**src/rtl/aes_pkg.sv**
```systemverilog
// Shared constants and types for the AES ciphertext collector slice.
// Block geometry, collector state encoding and the byte-lane helper.
package aes_pkg;

  localparam int BLOCK_BYTES = 16;
  localparam int BLOCK_W     = 128;

  typedef enum logic {
    IDLE,
    COLLECT
  } state_t;

  // Byte 0 lands in the top lane, byte 15 in the bottom one.
  function automatic logic [6:0] lane_lo(input logic [3:0] idx);
    return 7'(BLOCK_W - 8 - 8 * int'(idx));
  endfunction

endpackage

```
**src/rtl/aes_block_fifo.sv**
```systemverilog
// Synchronous DEPTH x BLOCK_W FIFO with a registered head-of-queue output.
// The head register holds its last value while the FIFO is empty.
module aes_block_fifo
  import aes_pkg::*;
#(
  parameter int DEPTH = 2
) (
  input  logic               clk,
  input  logic               rst,
  input  logic               push,
  input  logic               pop,
  input  logic [BLOCK_W-1:0] wdata,
  output logic [BLOCK_W-1:0] rdata,
  output logic               full,
  output logic               empty
);

  localparam int AW = $clog2(DEPTH);

  logic [BLOCK_W-1:0] mem [DEPTH];
  logic [AW-1:0]      wptr;
  logic [AW-1:0]      rptr;
  logic [AW-1:0]      rptr_n;
  logic [AW:0]        cnt;
  logic [AW:0]        cnt_n;
  logic               do_push;
  logic               do_pop;

  assign empty   = (cnt == '0);
  assign full    = (cnt == (AW+1)'(DEPTH));
  assign do_pop  = pop && !empty;
  assign do_push = push && (!full || do_pop);
  assign rptr_n  = do_pop ? rptr + 1'b1 : rptr;

  always_comb begin
    cnt_n = cnt;
    if (do_push && !do_pop) cnt_n = cnt + 1'b1;
    if (!do_push && do_pop) cnt_n = cnt - 1'b1;
  end

  always_ff @(posedge clk) begin
    if (do_push) mem[wptr] <= wdata;
  end

  always_ff @(posedge clk or posedge rst) begin
    if (rst) begin
      wptr  <= '0;
      rptr  <= '0;
      cnt   <= '0;
      rdata <= '0;
    end else begin
      if (do_push) wptr <= wptr + 1'b1;
      rptr <= rptr_n;
      cnt  <= cnt_n;
      // Bypass the write when the new head is the slot being filled.
      if (cnt_n != '0)
        rdata <= (do_push && wptr == rptr_n) ? wdata : mem[rptr_n];
    end
  end

endmodule

```
**src/rtl/aes_cipher_collector.sv**
```systemverilog
// Reassembles aes_engine's byte stream into 128-bit blocks and queues them.
// No backpressure upstream, so drops and truncations are flagged sticky.
module aes_cipher_collector
  import aes_pkg::*;
#(
  parameter int DEPTH   = 2,
  parameter int GAP_MAX = 64,
  parameter int CNT_W   = 16
) (
  input  logic               clk,
  input  logic               rst,
  input  logic [7:0]         din,
  input  logic               din_ok,
  output logic [BLOCK_W-1:0] cipher_out,
  output logic               cipher_valid,
  input  logic               cipher_ready,
  output logic [CNT_W-1:0]   block_count,
  output logic               overflow_err,
  output logic               timeout_err,
  input  logic               err_clr,
  output logic               busy
);

  localparam int GW = $clog2(GAP_MAX + 1);

  state_t             state;
  logic [3:0]         idx;
  logic [GW-1:0]      gap;
  logic [BLOCK_W-1:0] blk;
  logic [BLOCK_W-1:0] blk_n;
  logic               last;
  logic               push;
  logic               pop;
  logic               full;
  logic               empty;
  logic               ov_set;
  logic               to_set;

  assign cipher_valid = !empty;
  assign busy         = (state == COLLECT);
  assign pop          = cipher_valid && cipher_ready;
  assign last   = din_ok && (idx == 4'(BLOCK_BYTES - 1));
  assign push   = last && (!full || pop);
  assign ov_set = last && !push;
  assign to_set = (state == COLLECT) && !din_ok
               && (gap == GW'(GAP_MAX - 1));

  always_comb begin
    blk_n = blk;
    blk_n[lane_lo(idx) +: 8] = din;
  end

  aes_block_fifo #(
    .DEPTH (DEPTH)
  ) u_fifo (
    .clk   (clk),
    .rst   (rst),
    .push  (push),
    .pop   (pop),
    .wdata (blk_n),
    .rdata (cipher_out),
    .full  (full),
    .empty (empty)
  );

  always_ff @(posedge clk or posedge rst) begin
    if (rst) begin
      state <= IDLE;
      idx   <= '0;
      gap   <= '0;
      blk   <= '0;
    end else begin
      unique case (state)
        IDLE: begin
          gap <= '0;
          if (din_ok) begin
            blk   <= blk_n;
            idx   <= idx + 4'd1;
            state <= COLLECT;
          end
        end
        COLLECT: begin
          if (din_ok) begin
            blk <= blk_n;
            gap <= '0;
            idx <= idx + 4'd1;
            if (last) state <= IDLE;
          end else if (to_set) begin
            state <= IDLE;
            idx   <= '0;
            gap   <= '0;
          end else begin
            gap <= gap + 1'b1;
          end
        end
      endcase
    end
  end

  // Set beats clear when both happen in the same cycle.
  always_ff @(posedge clk or posedge rst) begin
    if (rst) begin
      block_count  <= '0;
      overflow_err <= 1'b0;
      timeout_err  <= 1'b0;
    end else begin
      if (push) block_count <= block_count + 1'b1;
      if (ov_set) overflow_err <= 1'b1;
      else if (err_clr) overflow_err <= 1'b0;
      if (to_set) timeout_err <= 1'b1;
      else if (err_clr) timeout_err <= 1'b0;
    end
  end

endmodule

```
**config.mk**
```make
export PLATFORM = sky130hd
export DESIGN_NAME = aes_cipher_collector
export DESIGN_NICKNAME = d
export VERILOG_FILES = /design/src/rtl/aes_pkg.sv /design/src/rtl/aes_block_fifo.sv /design/src/rtl/aes_cipher_collector.sv
export SDC_FILE = /design/constraint.sdc
export NUM_CORES = 1
export LEC_CHECK = 0
export CAP_MARGIN = 10
export CORE_MARGIN = 2
export CORE_UTILIZATION = 25
export CTS_CLUSTER_SIZE = 16
export DETAILED_ROUTE_END_ITERATION = 6
export REMOVE_ABC_BUFFERS = 1
export SKIP_LAST_GASP = 1
export SLEW_MARGIN = 20
export SYNTH_ARGS = -nofsm -noshare
export SYNTH_HDL_FRONTEND = slang
export SYNTH_HIERARCHICAL = 1
export SYNTH_SLANG_ARGS = --single-unit
```
**constraint.sdc**
```tcl
create_clock -name clk -period 11.6 [get_ports clk]
set_clock_uncertainty 0.15 [all_clocks]
set_input_delay 2.32 -clock clk [delete_from_list [all_inputs] [get_ports clk]]
set_output_delay 2.32 -clock clk [all_outputs]
set_load 0.05 [all_outputs]
```
==> metrics.csv <==
metric,value,unit
MaxCap Viol Count,0,
"EDFF count, synth",256,
Synth Cell Area,24900,sq um
Initial Utilization,25.3,%
Max clock buf depth,3,
Synth Area in Compound Gates,0.758,%
final period utilization,54.5,%
Die ar.,102000,sq um
GP Congestion,0.722,
Inst Count DP,2850,
most used cell along the critical path,buf_4,
relative slew slack,32.7,%
largest family of logic cells by synthesized area,multiplexers,
die width,320,um
multiplexer share of the synthesized area,32.4,%
critical path data required time,11700,ps
DR WL/cell,19.4,um
fin util,30.2,%
"commonest non-fill, non-tap cell in the layout",mux2_2,
DP Wirelength,36300,um
register area share after synthesis,60.0,%
CP startpoint kind,input port,
Slowest cell on crit path,a21oi_1,
Critical Path AT,6420,ps
Final ANT Viol Nets,0,
final hold viol count,0,
cts hold-fix bufs,0,
post-layout minimum cycle time,6320,ps
Synth top area share,30.8,%
"Top FF cell, synth",dfrtp_1,
CP cell instances,clkdlybuf4s50_1 > buf_4 > nand4_1 > a21oi_1 > and3_4 > buf_4 > buf_4,
first-pass GRT wire length,87300,um
Skew-Pair Late Insertion Delay,630,ps
LEAKAGE,0.0121,uW
flop and latch count out of synthesis,546,
post-synthesis xor/xnor area fraction,0.954,%
grt ovf,0,
Worst Path Max Fanout,48,
core area,98600,sq um
Mean Syn Cell Area,17.0,sq um
number of global-route vias before repair,13300,
RSZ-0062 raised after global routing,false,
simple-gate portion of the synthesized area,2.74,%
I/O pins,161,
outcome,"finished, final reports clean",
Synth Area in Adders,0.351,%
FP Rows,115,
Tot GR Track Use,11.1,%
max-slew violation count,0,
largest net degree at the start of global routing,129,
Pwr Density,294,nW/um^2
share of cells above drive strength 1,46.3,%
share of async-settable or async-resettable flops after synthesis,53.1,%
Fmax,0.158,GHz
Synth area leader,edfxtp_1,
peak supply drop,0.242,mV
total wire length,57500,um
Vias,12500,
critical path capture point type,flip-flop,
Final Cell Area,29800,sq um
Area growth syn-to-layout,19.6,%
setup violators final,0,
post-synthesis cell type count,54,
top area cells in the synthesized netlist,"edfxtp_1 (31%), dfrtp_1 (29%), mux2_2 (19%)",
# nets final,1646,
die height,320,um
placed cell area,27700,sq um
Sink Count,546,
CTS resizes,0,
worst hold slack,319,ps
clock tree from TritonCTS,yes,
setup bufs post-CTS,0,
Crit Path Class,in -> reg,
TritonCTS Buffers,61,
Vias/cell,4.22,
Gate Count Post-Synth,1470,
most frequent cells in the layout,"mux2_2 (414), dfrtp_1 (290), edfxtp_1 (256), mux2_4 (217), clkdlybuf4s50_1 (160)",
count of input and output buffers,160,
Worst path max stage delay,840,ps
Worst-path clk slew,60,ps
initial detailed-routing violation count,603,
Clock Root Buffer,clkbuf_16,
Pre-antenna DRT Iters,4,
initial antenna violation count,0,
yosys warns,6,
worst-margin pin slew,1000,ps
Remaining DRCs,0,
Hold WC Path Type,reg -> reg,
Final Non-Filler Cells,2966,
Fill cells,9616,
H-Tree Depth,2,
==> kinds of logic after synthesis <==
family	count (synthesis)
AO/OA/AOI/OAI	26
multiplexers	645
AND/OR/NAND/NOR	118
adder cells (fa/ha/maj)	7
buffers and inverters	103
XOR/XNOR	25
flip-flops	546
==> cells in the mapped netlist (5+ instances only) <==
library cell,instances
mux2_2,414
dfrtp_1,290
edfxtp_1,256
mux2_4,217
buf_2,31
clkbuf_1,24
nand2_1,21
xnor2_1,18
and2_1,17
buf_4,16
nor2_1,16
inv_1,15
nand3_1,13
buf_12,11
mux2_1,11
nand2b_1,9
ha_1,7
nand4_1,7
buf_6,6
xor2_1,6
nor3_2,5
==> sequential cells by signal, indices dropped and copies added, names as in the netlist, 2 cells and up <==
register      cells
idx               4
gap               7
blk             128
block_count      16
u_fifo/mem      256
u_fifo/cnt        2
u_fifo/rdata    128
==> power breakdown <==
group | switching (uW) | internal, uW | total (uW)
Sequential | 263 | 2590 | 2850
Clock | 793 | 1200 | 1990
Combinational | 2060 | 1850 | 3910
==> layer usage <==
metal	share of wire, %	wire length, um	GRT usage [%]
met3	3.8	2210	2.10
met4	2.0	1180	2.77
met2	49	28000	18.6
met1	45	26000	14.8
met5	0	0	0
==> critical path, delay by kind of cell <==
| kind | cells | cell delay [ps] |
|---|---|---|
| AOI/OAI and AO/OA | 1 | 840 |
| buffers and inverters | 4 | 2010 |
| and+or+nand+nor | 2 | 1140 |
==> cell type report <==
class / instances / area [sq um] / share of cell area (%)
Antenna cell: 1 / 2.50 / 0.00840
Timing Repair Buffer: 181 / 1780 / 5.99
Clock buffer: 80 / 1610 / 5.39
Inverter: 15 / 68.8 / 0.231
Tap cell: 1287 / 1610 / 5.40
Clock inverter: 35 / 475 / 1.60
Multi-Input combinational cell: 821 / 9310 / 31.2
Sequential cell: 546 / 14900 / 50.1
==> through the flow <==
stage	total power, uW	setup WS (ps)	TNS, ps
floorplan	5950	-2860	-344420
global placement	6820	4740	0
detailed placement	6890	4550	0
CTS	8930	5240	0
global route	9210	5040	0
finish	8760	5280	0
==> worst paths after layout <==
kind | from | end | slack (ps) | cells after the start
min | gap[0] | gap[0] | 320 | 1
min reg2reg | gap[0] | gap[0] | 320 | 1
min in group asynchronous | rst | block_count[9] | 2230 | 2
max in group asynchronous | rst | u_fifo/rdata[73] | 7680 | 3
max reg2reg | idx[0] | u_fifo/mem[1][55] | 6520 | 6
max | din_ok | u_fifo/mem[1][55] | 5280 | 7
No activity file was read; power rests on OpenSTA's default activity.
==> edit 1 (config.mk and constraints unchanged) <==
`CNT_W`: 16 -> 14.
--- a/src/rtl/aes_cipher_collector.sv
+++ b/src/rtl/aes_cipher_collector.sv
@@ -7,3 +7,3 @@
   parameter int GAP_MAX = 64,
-  parameter int CNT_W   = 16
+  parameter int CNT_W   = 14
 ) (
Ports: changed (resized block_count); port bits go from 161 to 159. No check against the original RTL was run, so the function may have changed too.
==> edit 1 against the unedited design <==
  * Area after synthesis rose by 0.39%
  * Clock power shrank 6%
  * Count of clock-buffer cells in the layout is 5 higher
  * Total power decreased by 1.5%
  * Sequential cell count fell by 2
  * Cell area decreased by 0.44%
  * Wire length barely moved
  * Sequential share of layout area rose by 0.051 points
  * Die area rose by 0.38%
  * Worst setup slack improved by 280 ps
  * Critical endpoint is now u_fifo/rdata[107]$_DFFE_PP0P_
  * Largest cell class unchanged
  * Highest routed layer unchanged
==> edit 1: results (changes against the unedited design) <==
[hold_path]
hp-class = flop to flop
holdPathEnd = block_count[13]$_DFFE_PP0P_
hold_path.startpoint = block_count[13]$_DFFE_PP0P_

[critical_path]
critPathMaxFanout = 47  ; -2.1%
r2r_slack_ps = 6790  ; +270 ps
r2r_end = u_fifo/rdata[107]$_DFFE_PP0P_
crit_arrival_ps = 6370  ; -50 ps
r2r_cells = 9  ; +3

[sta]
relSlewSlack_pct = 19.8  ; -13 points

[detailed_routing]
via_per_inst = 4.26  ; +0.89%
routedWlPerCell_um = 19.2  ; -0.72%
wl_met1_mm = 26.7  ; +2.6%
route.met2.wl_mm = 27.3  ; -2.5%
drt_iter0_drc = 612  ; +1.5%
routed-wl-met3_mm = 2.09  ; -5.4%

[pwr]
combinationalPower_mw = 3.92  ; about the same
p_leak_nw = 12.0  ; -0.42%
vdd_drop_max_uv = 221  ; -8.6%
p_sw_mw = 3.08  ; -1.0%
power_frac_seq_pct = 32.8  ; +0.2 points

[global_route]
grt_pass1_vias = 13600  ; +2.3%
antenna_found_initial = 3  ; +3
grt_max_degree = 130  ; +0.78%
globalRouteMet1Util_pct = 15.0  ; +0.14 points
grt.met3_usage_pct = 1.98  ; -0.11 points
grtUsageMet2_pct = 18.3  ; -0.25 points

[cts]
root_buffer = clkbuf_16
post-cts-setup-buffer-count = 0  ; unchanged

[placement]
dpl_cell_area_mm2 = 0.0277  ; about the same
dp_cells = 2878  ; +0.98%
gp_congestion = 0.743  ; +3.0%
dp_hpwl_mm = 36.7  ; +1.2%
portBuffers = 158  ; -1.3%

[cells_and_area]
final_cells = 2990  ; +0.81%
drive_gt1_share_pct = 45.2  ; -1.1 points
diodes = 0  ; -1

[logic_synthesis]
syn-mean-instance-area_um2 = 16.8  ; -0.96%
synth_mux_area_share_pct = 31.9  ; -0.48 points
synth-xor-area-share_pct = 0.880  ; -0.074 points
synthAdderAreaFrac_pct = 0.350  ; -0.0014 points
seq_area_frac_synth_pct = 59.5  ; -0.43 points
synth_compound_area_share_pct = 1.07  ; +0.31 points
ys_warn_count = 6  ; unchanged
ys_top_cells_by_count = mux2_2, dfrtp_1, edfxtp_1
synth.distinct_cells = 57  ; +5.6%
synth.area.top_cells = edfxtp_1, dfrtp_1, mux2_2

[outcome]
status = finished, final reports clean

[edit 1: cell count changes after synthesis, sizes merged, moves of 3 or more]
cell,delta
clkdlybuf4s50,+8
and2,+3
nand2,+8
xnor2,-4
nand3,-5
clkbuf,-6
nor2,+9
mux2,-8
o21ai,+17
[edit 1: critical path, stage by stage]
cell and delay [ps]:
clkdlybuf4s50_1 460, buf_4 230, nand4_1 300, a21oi_1 870
nand2b_1 240, mux2i_1 220, mux2i_1 150, nor2_4 450
buf_4 630, mux2_2 420
[edit 1: layout make-up]
| type | count | area, µm² |
|---|---|---|
| repair buffers | 179 | 1800 |
| fillers | 9757 | 70000 |
| well taps | 1298 | 1620 |
| flip-flops and latches | 544 | 14900 |
| multi-input cells | 841 | 9330 |
| clock inverters | 27 | 254 |
| clock buffers | 85 | 1700 |
| inverters | 16 | 70.1 |
[edit 1: cell families (layout without fill, tap and decap cells)]
| family | after synthesis | count (layout) |
|---|---|---|
| fa+ha+maj | 7 | 7 |
| mux | 637 | 637 |
| simple gates | 132 | 132 |
| xor+xnor | 23 | 23 |
| buf+inv | 105 | 307 |
| compound gates | 42 | 42 |
| flops | 544 | 544 |
[edit 1: per-stage QoR]
| stage | TNS (ps) | hold WS [ps] | utilization [%] | setup WS [ps] | total power [mW] |
|---|---|---|---|---|---|
| 6_report | 0 | 323 | 29.8 | 5560 | 8.63 |
| 5_1_grt | 0 | 345 | 29.8 | 5290 | 9.08 |
| 4_1_cts | 0 | 321 | 29.8 | 5560 | 8.79 |
| 3_5_place_dp | 0 | 313 | 27.8 | 4940 | 6.85 |
| 3_3_place_gp | 0 | 294 | 27.8 | 4510 | 6.76 |
| 2_1_floorplan | -344520 | 283 | - | -2860 | 5.93 |
==> edit 2 (same settings) <==
Without the edit above. Register the output `block_count` once more; this adds one clock of latency there. The other outputs are not delayed to match.
--- a/src/rtl/aes_cipher_collector.sv
+++ b/src/rtl/aes_cipher_collector.sv
@@ -24,2 +24,4 @@
   localparam int GW = $clog2(GAP_MAX + 1);
+
+  logic [CNT_W-1:0] block_count_s0;
 
@@ -102,3 +104,3 @@
     if (rst) begin
-      block_count  <= '0;
+      block_count_s0 <= '0;
       overflow_err <= 1'b0;
@@ -106,3 +108,3 @@
     end else begin
-      if (push) block_count <= block_count + 1'b1;
+      if (push) block_count_s0 <= block_count_s0 + 1'b1;
       if (ov_set) overflow_err <= 1'b1;
@@ -114,2 +116,6 @@
 
+  always_ff @(posedge clk) begin
+    block_count <= block_count_s0;
+  end
+
 endmodule
Check against the original RTL: no difference found for any inputs over 4 cycles, from zero or initial values and one cycle with rst high; that may be too few to reach the edited logic, so the function may still have changed.
==> edit 2 against the unedited design <==
  * Wire length hardly changed
  * Total power is 0.21% higher
  * Sequential cell count is 16 higher
  * First-iteration DRC count is 7.3% lower
  * Cell area is 1.1% higher
  * Area after synthesis is 1.4% higher
  * Worst setup slack better by 540 ps
  * Sequential share of layout area is 0.54 points higher
  * Worst hold slack worse by 82 ps
  * Critical endpoint is now u_fifo/mem[1][21]$_DFFE_PP_
  * Largest cell class unchanged
  * Largest power group unchanged
==> edit 2: results (changes against the unedited design) <==
[outcome]
status = finished, final reports clean

[global_route]
globalRouteMet1Util_pct = 14.5  ; -0.32 points
grt.met3_usage_pct = 1.86  ; -0.23 points
track_usage_pct = 11.0  ; -0.11 points
grt_max_degree = 130  ; +0.78%
grt_pass1_wl_mm = 87.4  ; +0.14%
grt_pass1_vias = 13600  ; +2.5%
grtUsageMet2_pct = 18.8  ; +0.23 points

[logic_synthesis]
syn-mean-instance-area_um2 = 17.0  ; +0.39%
synth.distinct_cells = 56  ; +3.7%
seq_area_frac_synth_pct = 60.4  ; +0.47 points
async_flop_share_pct = 51.6  ; -1.5 points
synth.area.top_cells = edfxtp_1, dfrtp_1, mux2_2
syn-cell-area_mm2 = 0.0253  ; +1.4%
ys_warn_count = 6  ; unchanged
synth_edf_count = 256  ; unchanged

[cells_and_area]
final_cells = 2984  ; +0.61%
drive_gt1_share_pct = 46.5  ; +0.20 points
fill_cells = 9863  ; +2.6%
diodes = 0  ; -1
nets = 1654  ; +0.49%

[pwr]
p_leak_nw = 12.2  ; +1.2%
internal-power_mw = 5.66  ; +0.37%
vdd_drop_max_uv = 325  ; +34%

[detailed_routing]
routed-wl-met3_mm = 2.19  ; -0.91%
routedWlPerCell_um = 19.3  ; -0.62%
route.met2.wl_mm = 28.2  ; +0.70%
vias = 12700  ; +1.5%
wl_met1_mm = 26.0  ; -0.30%
drt_iter0_drc = 559  ; -7.3%
dr.pass1.iters = 6  ; +2

[placement]
dp_cells = 2869  ; +0.67%
dp_hpwl_mm = 35.3  ; -2.6%
gp_congestion = 0.742  ; +2.9%
pre_cts_ws_ps = 4830  ; +273 ps
dpl_cell_area_mm2 = 0.0280  ; +1.2%

[critical_path]
critPathCapture = u_fifo/mem[1][21]$_DFFE_PP_
critPathMaxFanout = 68  ; +42%
critPathSlowestCell = and3_4
crit_arrival_ps = 5880  ; -540 ps
r2r_cells = 5  ; -1
max_stage_delay_ps = 950  ; +110 ps
r2r_slack_ps = 7040  ; +520 ps
startpoint = din_ok

[hold_path]
hold_path.startpoint = block_count_s0[15]$_DFFE_PP0P_
min_path_cells = 0  ; -1
hp-class = flop to flop
holdPathEnd = block_count[15]$_DFF_P_

[cts]
cts_buffers = 61  ; unchanged
h-tree-depth = 2  ; unchanged
clock_path_buffers = 3  ; unchanged

[sta]
relSlewSlack_pct = 26.5  ; -6.1 points
fin_ws_ps = 5820  ; +539 ps
whs_ps = 238  ; -81.5 ps

[edit 2: final cells by class]
type,instances,area (µm²),share of cell area (%)
repair buffers,176,1780,5.91
inverters,15,66.3,0.220
multi-input cells,818,9320,30.9
flip-flops and latches,562,15300,50.7
clock inverters,32,318,1.06
clock buffers,83,1750,5.82
well taps,1298,1620,5.39
[edit 2: kinds of logic (layout without fill, tap and decap cells)]
kind of cell	Yosys count	in the layout	share of synthesized area [%]
compound gates	25	25	0.753
xor+xnor	25	25	0.941
fa+ha+maj	7	7	0.347
buf+inv	104	306	2.84
flops	562	562	60.4
mux	645	645	32.0
simple gates	116	116	2.73
[edit 2: power by group through the flow]
stage	sequential, mW	clock [mW]	combinational, mW
finish	2.90	1.96	3.91
floorplan	3.68	0	2.33
global route	2.96	2.11	4.16
CTS	2.91	2.03	4.00
global placement	2.93	0	3.93
detailed placement	2.95	0	3.98
